File: src/rtl/image_mem_scheduler.sv
`default_nettype none
// +----------------------------------------------------------------------------+
// | Module  : image_mem_scheduler                                              |
// | Purpose : Shares the image ROM read port between VGA, decrypter fetch and  |
// |           a copy-back engine that fills the decryption RAM.                |
// | Revision: 1.0  initial release                                             |
// +----------------------------------------------------------------------------+
module image_mem_scheduler #(
   parameter int ADDR_W    = 15,
   parameter int DATA_W    = 8,
   parameter int IMG_WORDS = 19200,
   parameter int MAX_WAIT  = 64
) (
   input  logic              clk,
   input  logic              rst,
   input  logic              vga_req,
   input  logic [ADDR_W-1:0] vga_addr,
   output logic              vga_rvalid,
   output logic [DATA_W-1:0] vga_rdata,
   output logic              vga_miss,
   input  logic              dec_req,
   input  logic [ADDR_W-1:0] dec_addr,
   output logic              dec_gnt,
   output logic              dec_rvalid,
   output logic [DATA_W-1:0] dec_rdata,
   input  logic              dec_done,
   output logic [ADDR_W-1:0] mem_addr,
   input  logic [DATA_W-1:0] mem_dout,
   output logic              wr_en,
   output logic [ADDR_W-1:0] wr_addr,
   output logic [DATA_W-1:0] wr_data,
   output logic              copy_busy,
   output logic              copy_done
);

   localparam int                  c_WAIT_W   = $clog2(MAX_WAIT + 1);
   localparam logic [ADDR_W-1:0]   c_LAST     = ADDR_W'(IMG_WORDS - 1);
   localparam logic [c_WAIT_W-1:0] c_MAX_WAIT = c_WAIT_W'(MAX_WAIT);

   typedef enum logic [1:0] {
      S_RUN      = 2'd0,
      S_COPY     = 2'd1,
      S_FINISHED = 2'd2
   } state_t;

   typedef enum logic [1:0] {
      OWN_NONE = 2'd0,
      OWN_VGA  = 2'd1,
      OWN_DEC  = 2'd2,
      OWN_COPY = 2'd3
   } owner_t;

   state_t              r_state, w_state_nxt;
   owner_t              w_owner, r_tag1, r_tag2;
   logic [ADDR_W-1:0]   r_mem_addr, w_issue_addr, r_addr2;
   logic [ADDR_W-1:0]   r_ptr, w_ptr_nxt;
   logic                r_copy_issued, w_copy_issued_nxt;
   logic [c_WAIT_W-1:0] r_wait, w_wait_nxt;
   logic                r_dec_done_q, r_miss;
   logic                w_dec_rise, w_miss_set, w_last_write;

   always_ff @(posedge clk or negedge rst) begin
      if (!rst) r_state <= S_RUN;
      else      r_state <= w_state_nxt;
   end

   always_comb begin
      w_state_nxt       = r_state;
      w_owner           = OWN_NONE;
      w_issue_addr      = r_mem_addr;
      w_ptr_nxt         = r_ptr;
      w_copy_issued_nxt = r_copy_issued;
      w_miss_set        = 1'b0;
      w_dec_rise        = dec_done & ~r_dec_done_q;
      w_last_write      = (r_tag2 == OWN_COPY) && (r_addr2 == c_LAST);

      case (r_state)
         S_RUN: begin
            // A dec_done edge claims the slot from the decrypter, never from VGA.
            if (dec_req && !w_dec_rise && r_wait == c_MAX_WAIT) begin
               w_owner      = OWN_DEC;
               w_issue_addr = dec_addr;
               w_miss_set   = vga_req;
            end else if (vga_req) begin
               w_owner      = OWN_VGA;
               w_issue_addr = vga_addr;
            end else if (dec_req && !w_dec_rise) begin
               w_owner      = OWN_DEC;
               w_issue_addr = dec_addr;
            end
            if (w_dec_rise) begin
               w_state_nxt       = S_COPY;
               w_ptr_nxt         = '0;
               w_copy_issued_nxt = 1'b0;
            end
         end
         S_COPY: begin
            if (vga_req) begin
               w_owner      = OWN_VGA;
               w_issue_addr = vga_addr;
            end else if (!r_copy_issued) begin
               w_owner      = OWN_COPY;
               w_issue_addr = r_ptr;
               if (r_ptr == c_LAST) w_copy_issued_nxt = 1'b1;
               else                 w_ptr_nxt         = r_ptr + ADDR_W'(1);
            end
            if (w_last_write) w_state_nxt = S_FINISHED;
         end
         S_FINISHED: begin
            if (vga_req) begin
               w_owner      = OWN_VGA;
               w_issue_addr = vga_addr;
            end
            if (w_dec_rise) begin
               w_state_nxt       = S_COPY;
               w_ptr_nxt         = '0;
               w_copy_issued_nxt = 1'b0;
            end
         end
         default: w_state_nxt = S_RUN;
      endcase

      if (!dec_req || w_owner == OWN_DEC) w_wait_nxt = '0;
      else if (r_wait != c_MAX_WAIT)      w_wait_nxt = r_wait + c_WAIT_W'(1);
      else                                w_wait_nxt = r_wait;
   end

   always_ff @(posedge clk or negedge rst) begin
      if (!rst) begin
         r_wait        <= '0;
         r_ptr         <= '0;
         r_copy_issued <= 1'b0;
         r_dec_done_q  <= 1'b0;
         r_miss        <= 1'b0;
         r_mem_addr    <= '0;
         r_tag1        <= OWN_NONE;
         r_tag2        <= OWN_NONE;
         r_addr2       <= '0;
      end else begin
         r_wait        <= w_wait_nxt;
         r_ptr         <= w_ptr_nxt;
         r_copy_issued <= w_copy_issued_nxt;
         r_dec_done_q  <= dec_done;
         r_miss        <= r_miss | w_miss_set;
         r_mem_addr    <= w_issue_addr;
         r_tag1        <= w_owner;
         r_tag2        <= r_tag1;
         r_addr2       <= r_mem_addr;
      end
   end

   // Returned data is steered by the tag that travelled alongside the ROM access.
   assign mem_addr   = r_mem_addr;
   assign vga_miss   = r_miss;
   assign dec_gnt    = rst && (w_owner == OWN_DEC);
   assign vga_rvalid = (r_tag2 == OWN_VGA);
   assign vga_rdata  = vga_rvalid ? mem_dout : '0;
   assign dec_rvalid = (r_tag2 == OWN_DEC);
   assign dec_rdata  = dec_rvalid ? mem_dout : '0;
   assign wr_en      = (r_tag2 == OWN_COPY) && (r_state == S_COPY);
   assign wr_addr    = wr_en ? r_addr2 : '0;
   assign wr_data    = wr_en ? mem_dout : '0;
   assign copy_busy  = (r_state == S_COPY);
   assign copy_done  = (r_state == S_FINISHED);

endmodule
`default_nettype wire

File: config.mk
export PLATFORM = sky130hd
export DESIGN_NAME = image_mem_scheduler
export DESIGN_NICKNAME = d
export VERILOG_FILES = /design/src/rtl/image_mem_scheduler.sv
export SDC_FILE = /design/constraint.sdc
export NUM_CORES = 1
export LEC_CHECK = 0
export CAP_MARGIN = 15
export CORE_UTILIZATION = 49
export DETAILED_ROUTE_END_ITERATION = 10
export PLACE_DENSITY = 0.78
export REMOVE_ABC_BUFFERS = 1
export SYNTH_ARGS = -nofsm -noshare
export SYNTH_HDL_FRONTEND = slang
export SYNTH_SLANG_ARGS = --single-unit
export TNS_END_PERCENT = 20
File: constraint.sdc
create_clock -name clk -period 2.7 [get_ports clk]
set_clock_uncertainty 0.05 [all_clocks]
set_input_delay 0.405 -clock clk [delete_from_list [all_inputs] [get_ports clk]]
set_output_delay 0.405 -clock clk [all_outputs]
set_load 0.03 [all_outputs]
==> metrics <==
DIE AREA=8220 µm²; Unique masters post-synth=60; commonest non-fill, non-tap cell in the layout=clkdlybuf4s50_1; sw frac=a little over two fifths; HP Class=input port to asynchronous set/reset pin; Final Core Density=between 70% and 80%; Yosys warning total=0; CP required=between 2 and 2.5 ns; Via density=around 6.0; Die Y=roughly 90 µm; largest net degree at the start of global routing=62; antenna violations before repair=0; vias in the first global route=about 3,600; Final nets=580; Initial Utilization=52.0%; CTS Root Cell=clkbuf_8; GRT Util Overall=28.5%; Slew Limit Headroom=between 40% and 50%; final WL=approximately 11 mm; PnR Total Power=roughly 4.3 mW; Worst EP arrival=around 2.1 ns; Slew @ Worst Pin=slightly below 0.8 ns; WL per Instance=roughly 18 µm; critical path peak fanout=24; CTS tree=built; Slew Limit Fails=0; clk slew on worst S/H paths=around 0.070 ns; layout cells sized above 1=between 10% and 20%; worst skew pair latency=around 0.34 ns; DR iter-0 viols=around 260; Final GP Congestion=between 0.9 and 1; DP Area=a little under 5000 µm²; crit share post-route=a little over nine tenths; clock share of power=between 10% and 20%; max-cap violations=0; final worst slack=approximately 0.11 ns; Die W=just over 90 µm; static leakage=roughly 2.3 nW; Area Growth Syn to Fin=35.4%; setup TNS after final layout=0 ns; H-tree depth=3; Post-Place Setup Slack=about 0.14 ns; Yosys reg bits=61; Peak VDD IR=between 0.4 and 0.5 mV; asr flop ratio synth=100%; Comb power frac=50.1%; global-route wire length before repair=roughly 18 mm; fmax=around 390 MHz; ys flop type=dfrtp_1; Finished Layout Cells=roughly 630; placed insts=about 600; internal power=around 2.5 mW; Post-Synthesis Cells=419; Psw=approximately 1.8 mW; port bufs=about 100; Hold Buf Count CTS=0; Setup violations, final=0; maximum buffer depth of the clock tree=2; area of the mapped netlist=between 3000 and 4000 µm²; Hold Vio Cnt, Final=0; DR vias=~3,800; antenna fix cells=0; final hold slack=around 0.26 ns; ANT nets after route=0; Post-synth EDFFs=0; Period minus WS final=~2.6 ns; sequential share of the synthesized area=roughly two fifths; Fill cells=553; CP Class=flop to output port; CP endpoint kind=output port; CTS Buf Count=9; clock sink total=61; DR DRC count=0; power per cell area=just over 800 nW/µm²; Congestion Overflow GR=0; RSZ-0062 raised after global routing=false; Ports=around 100; CP startpoint kind=flop; most frequent cells in the layout=clkdlybuf4s50_1 (77), dfrtp_1 (59), and2_1 (58), buf_4 (51), nand2_1 (42); Core ar.=7410 µm²; FP Rows=31; Pre-Repair DR Iteration Count=5; Avg Inst Size Synth=9.20 µm²; Post-DP HPWL=~8.0 mm; sequential cell fraction of total power=between 30 and 40%; area of the multi-input gates=between 2000 and 2500 µm²; Design Area, Final=about 5200 µm²; outcome=finished clean; Seq. cell area=between 1500 and 2000 µm²
-- synth_stat cells, drive strengths merged, types with 2 or more instances --
library cell  number  area share, %
dfrtp             61             40
and2              58            9.4
nand2             42            4.1
o31ai             41            8.1
clkbuf            24            2.4
a21oi             21            2.7
a21o              18            3.5
a221oi            16            3.6
inv               11            1.1
o21ai             11            1.4
nand3              9            1.2
nor2               9           0.88
buf                8            1.6
ha                 8            2.6
a211oi             7            1.5
nand4              7            1.5
and3               6           0.97
or3                6           0.97
o211ai             5           0.97
nand2b             4           0.65
nor2b              4           0.65
nor4b              4            1.3
a211o              3           0.68
and4               3           0.68
nor4               3            1.0
or2                3           0.49
xnor2              3           0.68
xor2               3           0.68
nor3               2           0.39
o22ai              2           0.49
-- final cells by class --
| type | count | area share (%) |
|---|---|---|
| Tap cell | 99 | 2.37 |
| Inverter | 12 | 0.863 |
| Clock inverter | 4 | 0.432 |
| Clock buffer | 12 | 2.97 |
| Sequential cell | 61 | 29.3 |
| Multi-Input combinational cell | 314 | 41.1 |
| Timing Repair Buffer | 131 | 23.0 |
-- registers in the layout, summed over array words and instances, names as in the netlist, 2 cells and up --
register,cells
mem_addr,15
r_tag2,2
r_wait,7
r_addr2,15
r_tag1,2
r_state,2
r_ptr,15
-- cell families after synthesis --
group | after synthesis | share of synthesized area, %
AND/OR/NAND/NOR | 166 | 25.9
flip-flops | 61 | 39.6
adder cells (fa/ha/maj) | 8 | 2.60
XOR/XNOR | 6 | 1.36
buffers and inverters | 44 | 5.13
AO/OA/AOI/OAI | 134 | 25.4
-- power groups by stage --
stage                     clock network [mW]  registers, mW  logic (mW)
after detailed placement                   0           1.41        2.08
after floorplan                            0           1.58        1.03
after global placement                     0           1.40        2.05
after CTS                              0.747           1.40        2.10
after global routing                   0.792           1.43        2.30
final                                  0.733           1.39        2.14
-- per-layer routing --
metal | wire, µm | vias up | GRT usage, %
met5 | 0 | - | 0
met4 | 354 | 0 | 14.0
met3 | 758 | 25 | 4.38
met2 | 5490 | 163 | 46.8
met1 | 4610 | 1828 | 36.6
li1 | - | 1761 | -
-- path summary, 6_finish.rpt --
kind                       startpoint          end  slack (ns)  cells after the start
min in group clk            r_tag1[0]    r_tag2[0]        0.30                      0
max reg2reg                r_state[1]     r_ptr[5]        0.34                      7
max                        r_state[1]  wr_addr[10]        0.11                      6
min                               rst     r_ptr[4]        0.26                      2
max in group asynchronous         rst    r_wait[2]        1.78                      2
min reg2reg                 r_tag1[0]    r_tag2[0]        0.30                      0
-- repair_timing --
| action | CTS | global route |
|---|---|---|
| buffers inserted | 0 | 7 |
| pin swaps | 1 | 2 |
| hold endpoints to repair | 0 | 0 |
| endpoints found under the setup margin | 25 | 25 |
| gates resized for setup | 3 | 6 |
-- worst max-delay path, stage by stage (launching register included) --
cell and delay, ns:
dfrtp_1 0.44, inv_1 0.11, ha_2 0.30, buf_12 0.20, and3_2 0.39, and2_1 0.19, buf_4 0.16
Note: power is estimated with default switching activity, not from simulation.
==> variant: new RTL, same flow settings <==
Set the parameter `MAX_WAIT` to 128 (it was 64).
--- a/src/rtl/image_mem_scheduler.sv
+++ b/src/rtl/image_mem_scheduler.sv
@@ -11,3 +11,3 @@
    parameter int IMG_WORDS = 19200,
-   parameter int MAX_WAIT  = 64
+   parameter int MAX_WAIT  = 128
 ) (
Formal check against the unedited RTL: same outputs for any inputs over 4 cycles, from zero or initial values and one cycle with rst low; that may be too few to reach the edited logic, so the function may still have changed.
==> variant against the original RTL <==
  * Non-clock buffer count down 14
  * Synthesized area down 5.1%
  * Worst setup slack better by 0.023 ns
  * Routed wire length down 15%
  * Power down 0.79%
  * Design area down 4.6%
  * Hold slack worse by 0.062 ns
  * Critical path depth up 1
  * Sequential cell count up 1
  * Critical path type unchanged
  * Critical endpoint is now dec_gnt
==> variant: results (changes against the original RTL) <==
Worst setup path
  – Maximum fanout along the worst path: 6 (-75%)
  – Critical R2R Launch: r_state[1]$_DFFE_PN0P_
  – Critical Path Max Stage Delay: 0.45 ns
  – Critical path's top delay family: simple AND/OR/NAND/NOR gates
  – CP Launch Point: r_wait[0]$_DFFE_PN0P_
  – Crit path kind: flop to output pin
  – CP Data Arrival Time: 2.11 ns (-0.02 ns)
  – Slowest-stage cell, CP: dfrtp_1

Global routing
  – Initial antenna violation count: 0 (unchanged)
  – Largest net degree at the start of global routing: 63 (+1.6%)
  – M3 GR Usage: 5.32% (+0.94 points)
  – Met1 usage: 35.1% (-1.5 points)
  – GRT Util Overall: 25.7% (-2.8 points)
  – GR Util met2: 40.6% (-6.2 points)
  – Vias in the first global route: 3,039 (-17%)
  – First-pass GRT wire length: 15.1 mm (-18%)

Clock network
  – Root Driver: clkbuf_8
  – Htree depth: 3 (unchanged)
  – Deepest clock path buffer count: 2 (unchanged)
  – Inserted Clock Buffers: 9 (unchanged)
  – Skew-Pair Late Insertion Delay: 0.34 ns (about the same)
  – Clock slew at the register clock pins of the worst setup and hold paths: 0.07 ns (about the same)

Place
  – DP Worst Slack: 0.216 ns (+0.0750 ns)
  – Post-detail-place hpwl: 7.01 mm (-12%)
  – Input/output buffers: 103 (unchanged)
  – Routability cong.: 0.870 (-4.4%)

Outcome
  – Status: completed

Synth
  – Main area contributors after synthesis: dfrtp_1 (42%), mux2i_1 (11%), and2_1 (6.8%)
  – Most instantiated cells after synthesis: dfrtp_1 (62), mux2i_1 (42), and2_1 (40), nor2_1 (30), nand2_1 (25)
  – Top-area cell type share of the netlist area: 42.4% (+2.8 points)
  – Library cells used by synthesis: 56 (-6.7%)
  – Seq/Total Area, Yosys: 42.4% (+2.8 points)
  – YS warnings: 0 (unchanged)
  – Async set-reset flop share out of synthesis: 100% (unchanged)

Routing
  – Initial drt markers: 157 (-40%)
  – Detailed Routing Iterations Pass 1: 4 (-1)
  – Routed wire length per instance: 16.3 um (-7.9%)
  – Via/cell ratio: 5.63 (-5.7%)

Power and ir drop
  – Worst vdd ir: 0.000330 V (-21%)
  – Leak Pwr: 2.21 nW (-6.0%)

Job
  – Total of max-cap violations: 0 (unchanged)

STA
  – Least-Margin Pin Slew: 0.788 ns (+0.0130 ns)

Final layout
  – Layout cells sized above 1: 15.6% (-0.87 points)
  – Fill count: 581 (+5.1%)
  – Final net count: 533 (-8.1%)
  – Antenna cell count: 0 (unchanged)

Worst hold path
  – Hold Path Class: input port to asynchronous set/reset pin
[variant: where the power goes]
group	internal, mW	switching [mW]	total, mW
sequential	1.21	0.217	1.43
clock	0.522	0.394	0.916
combinational	0.796	1.09	1.89
total	2.53	1.70	4.23
[variant: area by class of cell]
cell class	count	area [sq um]	share of cell area (%)
Clock buffer	9	124	2.49
Tap cell	99	124	2.49
Timing Repair Buffer	117	1070	21.5
Multi-Input combinational cell	285	1980	39.9
Sequential cell	62	1550	31.2
Clock inverter	7	98.8	1.99
Inverter	7	26.3	0.528
[variant: path summary, 6_finish.rpt]
path                                           to  slack [ns]  depth (start not counted)
min in group clk              r_tag2[1]$_DFF_PN0_        0.30                          0
max in group asynchronous  r_state[1]$_DFFE_PN0P_        1.86                          2
max reg2reg                  r_ptr[4]$_DFFE_PN0P_        0.42                          7
max                                       dec_gnt        0.14                          7
min                         r_wait[5]$_DFFE_PN0P_        0.20                          2
min reg2reg                   r_tag2[1]$_DFF_PN0_        0.30                          0
[variant: timing repair]
action,4_1_cts,5_1_grt
setup endpoints to repair,13,1
gates resized for setup,3,5
buffers inserted,0,1
[variant: cell families (layout without fill, tap and decap cells)]
family | count (synthesis) | count (layout) | share of synthesized area (%)
simple gates | 145 | 145 | 21.9
xor+xnor | 7 | 7 | 1.68
fa+ha+maj | 8 | 8 | 2.74
mux | 44 | 44 | 12.1
flops | 62 | 62 | 42.4
buf+inv | 29 | 140 | 3.93
compound gates | 81 | 81 | 15.2
[variant: metrics by stage]
| step | setup TNS [ns] | instance area [sq um] | instances | total power [mW] |
|---|---|---|---|---|
| after global routing | -0.0204 | 4980 | 586 | 4.46 |
| after global placement | 0 | 4720 | 569 | 3.26 |
| after CTS | 0 | 4960 | 585 | 4.24 |
| final | 0 | 4980 | 586 | 4.23 |
| after detailed placement | 0 | 4720 | 569 | 3.31 |
| after floorplan | -0.562 | 3540 | 354 | 2.48 |
[variant: layer usage]
layer | share of wire [%] | up-vias
li1 | - | 1561
met1 | 44 | 1625
met2 | 48 | 104
met3 | 6.4 | 9
met4 | 1.2 | 0
met5 | 0 | -
